$ cat config.mk
export PLATFORM = sky130hd
export DESIGN_NAME = col_rr_merge
export DESIGN_NICKNAME = d
export VERILOG_FILES = /design/src/rtl/col_merge_pkg.sv /design/src/rtl/col_fifo.sv /design/src/rtl/col_rr_merge.sv
export SDC_FILE = /design/constraint.sdc
export NUM_CORES = 1
export LEC_CHECK = 0
export CAP_MARGIN = 20
export CORE_MARGIN = 5
export CORE_UTILIZATION = 23
export DETAILED_ROUTE_END_ITERATION = 10
export GPL_TIMING_DRIVEN = 0
export HOLD_SLACK_MARGIN = 0.1
export SYNTH_ARGS = -nofsm -noshare
export SYNTH_HDL_FRONTEND = slang
export SYNTH_SLANG_ARGS = --single-unit
$ cat constraint.sdc
create_clock -name clk -period 5.2 [get_ports clk]
set_clock_uncertainty 0.05 [all_clocks]
set_input_delay 0.52 -clock clk [delete_from_list [all_inputs] [get_ports clk]]
set_output_delay 0.52 -clock clk [all_outputs]
set_load 0.05 [all_outputs]
$ cat src/rtl/col_merge_pkg.sv
// Shared types, defaults and the round-robin pick helper for the column merger.
package col_merge_pkg;

  localparam int unsigned COLS_DEF  = 4;
  localparam int unsigned DEPTH_DEF = 4;
  localparam int unsigned MAX_COLS  = 32;
  localparam int unsigned MAX_CW    = 5;

  typedef logic [1:0] col_data_t;

  typedef struct packed {
    logic [MAX_CW-1:0] col;
    col_data_t         data;
  } merge_beat_t;

  // One-hot grant of the first set req bit at or above ptr, wrapping at ncols.
  function automatic logic [MAX_COLS-1:0] rr_pick(
    input logic [MAX_COLS-1:0] req,
    input logic [MAX_CW-1:0]   ptr,
    input int unsigned         ncols
  );
    logic [MAX_COLS-1:0] gnt;
    logic                found;
    int unsigned         idx;
    logic [MAX_CW-1:0]   sel;
    gnt   = '0;
    found = 1'b0;
    for (int unsigned i = 0; i < MAX_COLS; i++) begin
      idx = 32'(ptr) + i;
      if (idx >= ncols) begin
        idx = idx - ncols;
      end
      sel = MAX_CW'(idx);
      if ((i < ncols) && !found && req[sel]) begin
        gnt[sel] = 1'b1;
        found    = 1'b1;
      end
    end
    return gnt;
  endfunction

endpackage

$ cat src/rtl/col_fifo.sv
// Single-column synchronous FIFO; a push into a full FIFO is accepted only
// when the same cycle pops, otherwise it is dropped and flagged.
module col_fifo
  import col_merge_pkg::*;
#(
  parameter int unsigned  DEPTH = DEPTH_DEF,
  localparam int unsigned AW    = $clog2(DEPTH),
  localparam int unsigned CNTW  = AW + 1
) (
  input  logic      clk,
  input  logic      rstb,
  input  logic      push,
  input  logic      pop,
  input  col_data_t wdata,
  output col_data_t rdata,
  output logic      empty,
  output logic      full,
  output logic      ovf_pulse
);

  col_data_t       mem [DEPTH];
  logic [AW-1:0]   wr_ptr;
  logic [AW-1:0]   rd_ptr;
  logic [CNTW-1:0] count;
  logic            wr_en;
  logic            rd_en;

  assign empty = (count == '0);
  assign full  = (count == CNTW'(DEPTH));
  assign rdata = mem[rd_ptr];

  // Write/read enables; pop only sees entries already stored (no bypass).
  always_comb begin
    rd_en     = pop && !empty;
    wr_en     = push && (!full || rd_en);
    ovf_pulse = push && full && !rd_en;
  end

  // Storage array; contents need no reset since the pointers gate reads.
  always_ff @(posedge clk) begin
    if (wr_en) begin
      mem[wr_ptr] <= wdata;
    end
  end

  // Pointer and occupancy bookkeeping.
  always_ff @(posedge clk or negedge rstb) begin
    if (!rstb) begin
      wr_ptr <= '0;
      rd_ptr <= '0;
      count  <= '0;
    end else begin
      if (wr_en) begin
        wr_ptr <= wr_ptr + AW'(1);
      end
      if (rd_en) begin
        rd_ptr <= rd_ptr + AW'(1);
      end
      case ({wr_en, rd_en})
        2'b10:   count <= count + CNTW'(1);
        2'b01:   count <= count - CNTW'(1);
        default: count <= count;
      endcase
    end
  end

endmodule

$ cat src/rtl/col_rr_merge.sv
// Merges per-column 2-bit beats into one tagged valid/ready stream using
// per-column FIFOs and a round-robin arbiter feeding a single output register.
module col_rr_merge
  import col_merge_pkg::*;
#(
  parameter int unsigned  COLS  = COLS_DEF,
  parameter int unsigned  DEPTH = DEPTH_DEF,
  localparam int unsigned CW    = $clog2(COLS)
) (
  input  logic                 clk,
  input  logic                 rstb,
  input  logic [COLS-1:0]      ival,
  input  logic [COLS-1:0][1:0] idata,
  output logic                 oval,
  input  logic                 oready,
  output logic [CW-1:0]        ocol,
  output logic [1:0]           odata,
  output logic [COLS-1:0]      ovf,
  input  logic                 ovf_clr,
  output logic                 busy
);

  logic [COLS-1:0]     fifo_empty;
  logic [COLS-1:0]     fifo_full;
  logic [COLS-1:0]     fifo_pop;
  logic [COLS-1:0]     ovf_pulse;
  col_data_t           fifo_rdata [COLS];

  logic [COLS-1:0]     req;
  logic [MAX_COLS-1:0] grant_full;
  logic [COLS-1:0]     grant;
  logic [CW-1:0]       grant_idx;
  col_data_t           grant_data;
  logic [CW-1:0]       rr_ptr;
  logic [CW-1:0]       rr_next;
  logic                load;

  merge_beat_t         beat_q;
  logic                oval_q;
  logic [COLS-1:0]     ovf_q;
  logic                unused_bits;

  // One FIFO per column.
  for (genvar c = 0; c < COLS; c++) begin : g_col
    col_fifo #(.DEPTH(DEPTH)) u_fifo (
      .clk       (clk),
      .rstb      (rstb),
      .push      (ival[c]),
      .pop       (fifo_pop[c]),
      .wdata     (idata[c]),
      .rdata     (fifo_rdata[c]),
      .empty     (fifo_empty[c]),
      .full      (fifo_full[c]),
      .ovf_pulse (ovf_pulse[c])
    );
  end

  // Round-robin arbitration over non-empty columns; pops only on load.
  always_comb begin
    req        = ~fifo_empty;
    load       = !oval_q || oready;
    grant_full = rr_pick(MAX_COLS'(req), MAX_CW'(rr_ptr), COLS);
    grant      = grant_full[COLS-1:0];
    grant_idx  = '0;
    grant_data = '0;
    for (int unsigned i = 0; i < COLS; i++) begin
      if (grant[i]) begin
        grant_idx  = CW'(i);
        grant_data = fifo_rdata[i];
      end
    end
    rr_next  = (grant_idx == CW'(COLS - 1)) ? '0 : grant_idx + CW'(1);
    fifo_pop = load ? grant : '0;
  end

  // Output register and round-robin pointer; held while stalled.
  always_ff @(posedge clk or negedge rstb) begin
    if (!rstb) begin
      oval_q <= 1'b0;
      beat_q <= '0;
      rr_ptr <= '0;
    end else if (load) begin
      if (|req) begin
        oval_q      <= 1'b1;
        beat_q.col  <= MAX_CW'(grant_idx);
        beat_q.data <= grant_data;
        rr_ptr      <= rr_next;
      end else begin
        oval_q <= 1'b0;
      end
    end
  end

  // Sticky overflow flags; a same-cycle overflow beats the clear.
  always_ff @(posedge clk or negedge rstb) begin
    if (!rstb) begin
      ovf_q <= '0;
    end else begin
      ovf_q <= (ovf_clr ? '0 : ovf_q) | ovf_pulse;
    end
  end

  assign oval  = oval_q;
  assign ocol  = beat_q.col[CW-1:0];
  assign odata = beat_q.data;
  assign ovf   = ovf_q;
  assign busy  = (|req) || oval_q;

  assign unused_bits = ^{grant_full, beat_q.col, fifo_full};

endmodule

==> impl_results.md <==
- Die area: 20000 um^2
- CORE AREA: 17100 um^2
- Total power: 2840 uW
- Post-synthesis sequential area ratio: 0.486
- 1st-iter DRT viols: 87
- Post-Synth Adder-Cell Area: 0.105
- R2r endpoint: g_col[2].u_fifo.count[2]
- CTS tree: done
- Critical path class: reg -> reg
- CP max FO: 10
- Placed insts: 576
- Finished Layout Cells: 592
- Largest family of logic cells by synthesized area: simple AND/OR/NAND/NOR gates
- Unrepaired setup endpoints after global routing: no
- Sequential cell area: 1940 um^2
- Root buffer cell: clkbuf_16
- Die Span Y: 142 um
- Synth Area in XOR/XNOR: 0.0506
- I/O pin count: 26
- Max Slew Vio Count: 0
- Origin of the critical flop-to-flop path: rr_ptr[0]
- Synthesized area per cell: 12.3 um^2
- Pre-CTS setup slack: 766 ps
- Final min period: 4410 ps
- Complex-gate fraction of the synthesized area: 0.0864
- Starting Density: 0.233
- RePlAce Congestion: 0.783
- Commonest non-fill, non-tap cell in the layout: dfrtp_1
- Fill cell count: 1753
- Most frequent cells in the layout: dfrtp_1 (39), inv_1 (37), edfxtp_1 (32)
- # setup viols final: 0
- Critical Path Start Type: flop
- Routed via count: 2529
- Vias in the first global route: 2711
- Routed wire length: 8170 um
- Mux share of post-synthesis cell area: 0.0886
- Diode count: 0
- Vias/cell: 4.27
- Async set-reset flop share out of synthesis: 0.549
- Rel. slew slack: 0.513
- Synth warnings: 0
- Min-Delay Startpoint: g_col[2].u_fifo.rd_ptr[1]
- Crit path capture type: flop
- Worst-path clk slew: 50 ps
- Final Hold Viols: 0
- Hold depth: 1
- Yosys reg bits: 71
- HPWL after DPL: 6350 um
- Worst Hold Path EP: g_col[2].u_fifo.rd_ptr[1]
- EDFF count, synth: 32
- Post-cts sizing count: 0
- Area of the multi-input gates: 1850 um^2
- Antenna-violating nets left: 0
- Wire length per cell: 13.8 um
- Slew @ Worst Pin: 725 ps
- Setup TNS: 0 ps
- Nets: 410
- Count of max-cap constraint violations: 0
- Clk sinks: 71
- Worst-skew pair later-pin latency: 330 ps
- DR pass1 iterations: 4
- First-pass GRT wire length: 13700 um
- Status: finished clean
- Ratio of cells with drive above 1 in the final layout: 0.136
- Max Clk Rate: 227 MHz
- CTS Buffer Depth: 2
- Register-to-register setup slack: 790 ps
- Drt drc: 0
- Syn_nets: 372
- Initial antenna violation count: 0
- Total gr overflow: 0
- Ys flop type: dfrtp_1
- Worst hold path type: reg -> reg
- Synth Cell Area: 3980 um^2
- Std cell rows: 48
- VDD IR max: 0.000185 V
- Post-Synthesis Cells: 325
- Post-Synth Simple-Gate Area: 0.134
- Syn-to-layout area delta: 20.5%
- CP Data Required Time: 5390 ps
- Leak pwr: 0.00188 uW
- Final setup margin: 789 ps
- Die X: 142 um
- Fin crit share: 0.848
- CTS Buf Count: 9
- Worst EP arrival: 4610 ps
- Pwr dens: 593 nW/um^2
- Distinct cells, synth: 58
- Pin count of the biggest net entering global routing: 32
- IO buf count: 25
- Total GRT Usage: 0.0869
- Reg2reg path depth: 15
- Htree depth: 3
==> sequential cells by signal, indices dropped and copies added, names as in the netlist <==
| name | flops |
|---|---|
| g_col.u_fifo.count | 12 |
| g_col.u_fifo.mem | 32 |
| g_col.u_fifo.rd_ptr | 8 |
| g_col.u_fifo.wr_ptr | 8 |
| ocol | 2 |
| odata | 2 |
| oval | 1 |
| ovf | 4 |
| rr_ptr | 2 |
==> cells by family after synthesis <==
| group | Yosys count |
|---|---|
| AND/OR/NAND/NOR | 94 |
| flip-flops | 71 |
| buffers and inverters | 47 |
| AO/OA/AOI/OAI | 40 |
| adder cells (fa/ha/maj) | 31 |
| XOR/XNOR | 23 |
| multiplexers | 19 |
==> how the worst max path moves through the flow <==
stage	startpoint	end	slack, ps	cells after the start
final	rr_ptr[0]	g_col[2].u_fifo.count[2]	790	15
after global routing	rr_ptr[0]	g_col[1].u_fifo.count[2]	470	15
after CTS	rr_ptr[0]	g_col[2].u_fifo.count[2]	740	15
after detailed placement	rr_ptr[0]	g_col[2].u_fifo.count[2]	770	15
after global placement	rr_ptr[0]	g_col[2].u_fifo.count[2]	940	15
after floorplan	rr_ptr[0]	g_col[2].u_fifo.count[2]	1410	15
==> synth_stat cells, types with 3 or more instances <==
master / n / area, um^2
nand4b_1: 3 / 26.3
edfxtp_1: 32 / 961
nand2_1: 15 / 56.3
mux2_2: 3 / 33.8
nor2_1: 15 / 56.3
mux4_2: 11 / 248
dfrtp_1: 39 / 976
a22oi_1: 3 / 22.5
a21oi_1: 6 / 30.0
xnor2_1: 9 / 78.8
nand3_1: 4 / 20.0
fa_1: 4 / 80.1
nor4b_1: 3 / 26.3
buf_2: 3 / 15.0
inv_1: 37 / 139
xor2_1: 14 / 123
mux2i_1: 3 / 30.0
ha_1: 27 / 338
o32ai_1: 3 / 26.3
or3_1: 4 / 25.0
clkbuf_1: 3 / 11.3
nor3_1: 9 / 45.0
nand4_1: 6 / 37.5
and2_2: 4 / 30.0
and2_1: 10 / 62.6
o21ai_0: 6 / 30.0
nor2b_1: 5 / 31.3
nand2b_1: 3 / 18.8
==> power breakdown <==
group	internal, uW	total, uW	leakage [uW]	switching [uW]
Clock	329	542	0.000128	213
Combinational	590	1320	0.000997	725
Sequential	800	987	0.000759	188
Total	1720	2840	0.00188	1120
==> per-layer routing <==
layer	track usage	part of all wire
met5	0	0
met4	0.0404	0.027
met3	0.0158	0.026
met2	0.157	0.54
met1	0.0992	0.41
==> worst max-delay path, stage by stage, from the launching register on <==
cell      delay [ps]
dfrtp_1          420
clkbuf_1         340
inv_1            220
ha_1             420
mux4_1           630
nor3_1           410
a221oi_1         170
and2_1           170
buf_2            170
nor3_2           220
ha_1             230
inv_1             60
fa_1             380
xor2_1           150
nor2_1           120
xor2_1           170
==> what timing repair did <==
item / CTS / global route
hold buffers: 1 / 0
hold endpoints to repair: 8 / 0
buffers inserted: 0 / 0
==> area by class of cell <==
type	instances	area share
Buffer	9	0.0110
Clock buffer	12	0.0514
Clock inverter	3	0.00261
Inverter	38	0.0297
Multi-Input combinational cell	207	0.385
Sequential cell	71	0.404
Tap cell	225	0.0587
Timing Repair Buffer	27	0.0574
==> per-stage QoR <==
| step | hold WS (ps) | util | instance area, um^2 |
|---|---|---|---|
| after floorplan | 174 | - | 3980 |
| after global placement | 450 | 0.264 | 4510 |
| after detailed placement | 359 | 0.265 | 4530 |
| after CTS | 465 | 0.280 | 4800 |
| after global routing | 489 | 0.280 | 4800 |
| final | 468 | 0.280 | 4800 |
Power figures use the tool's default switching activity.
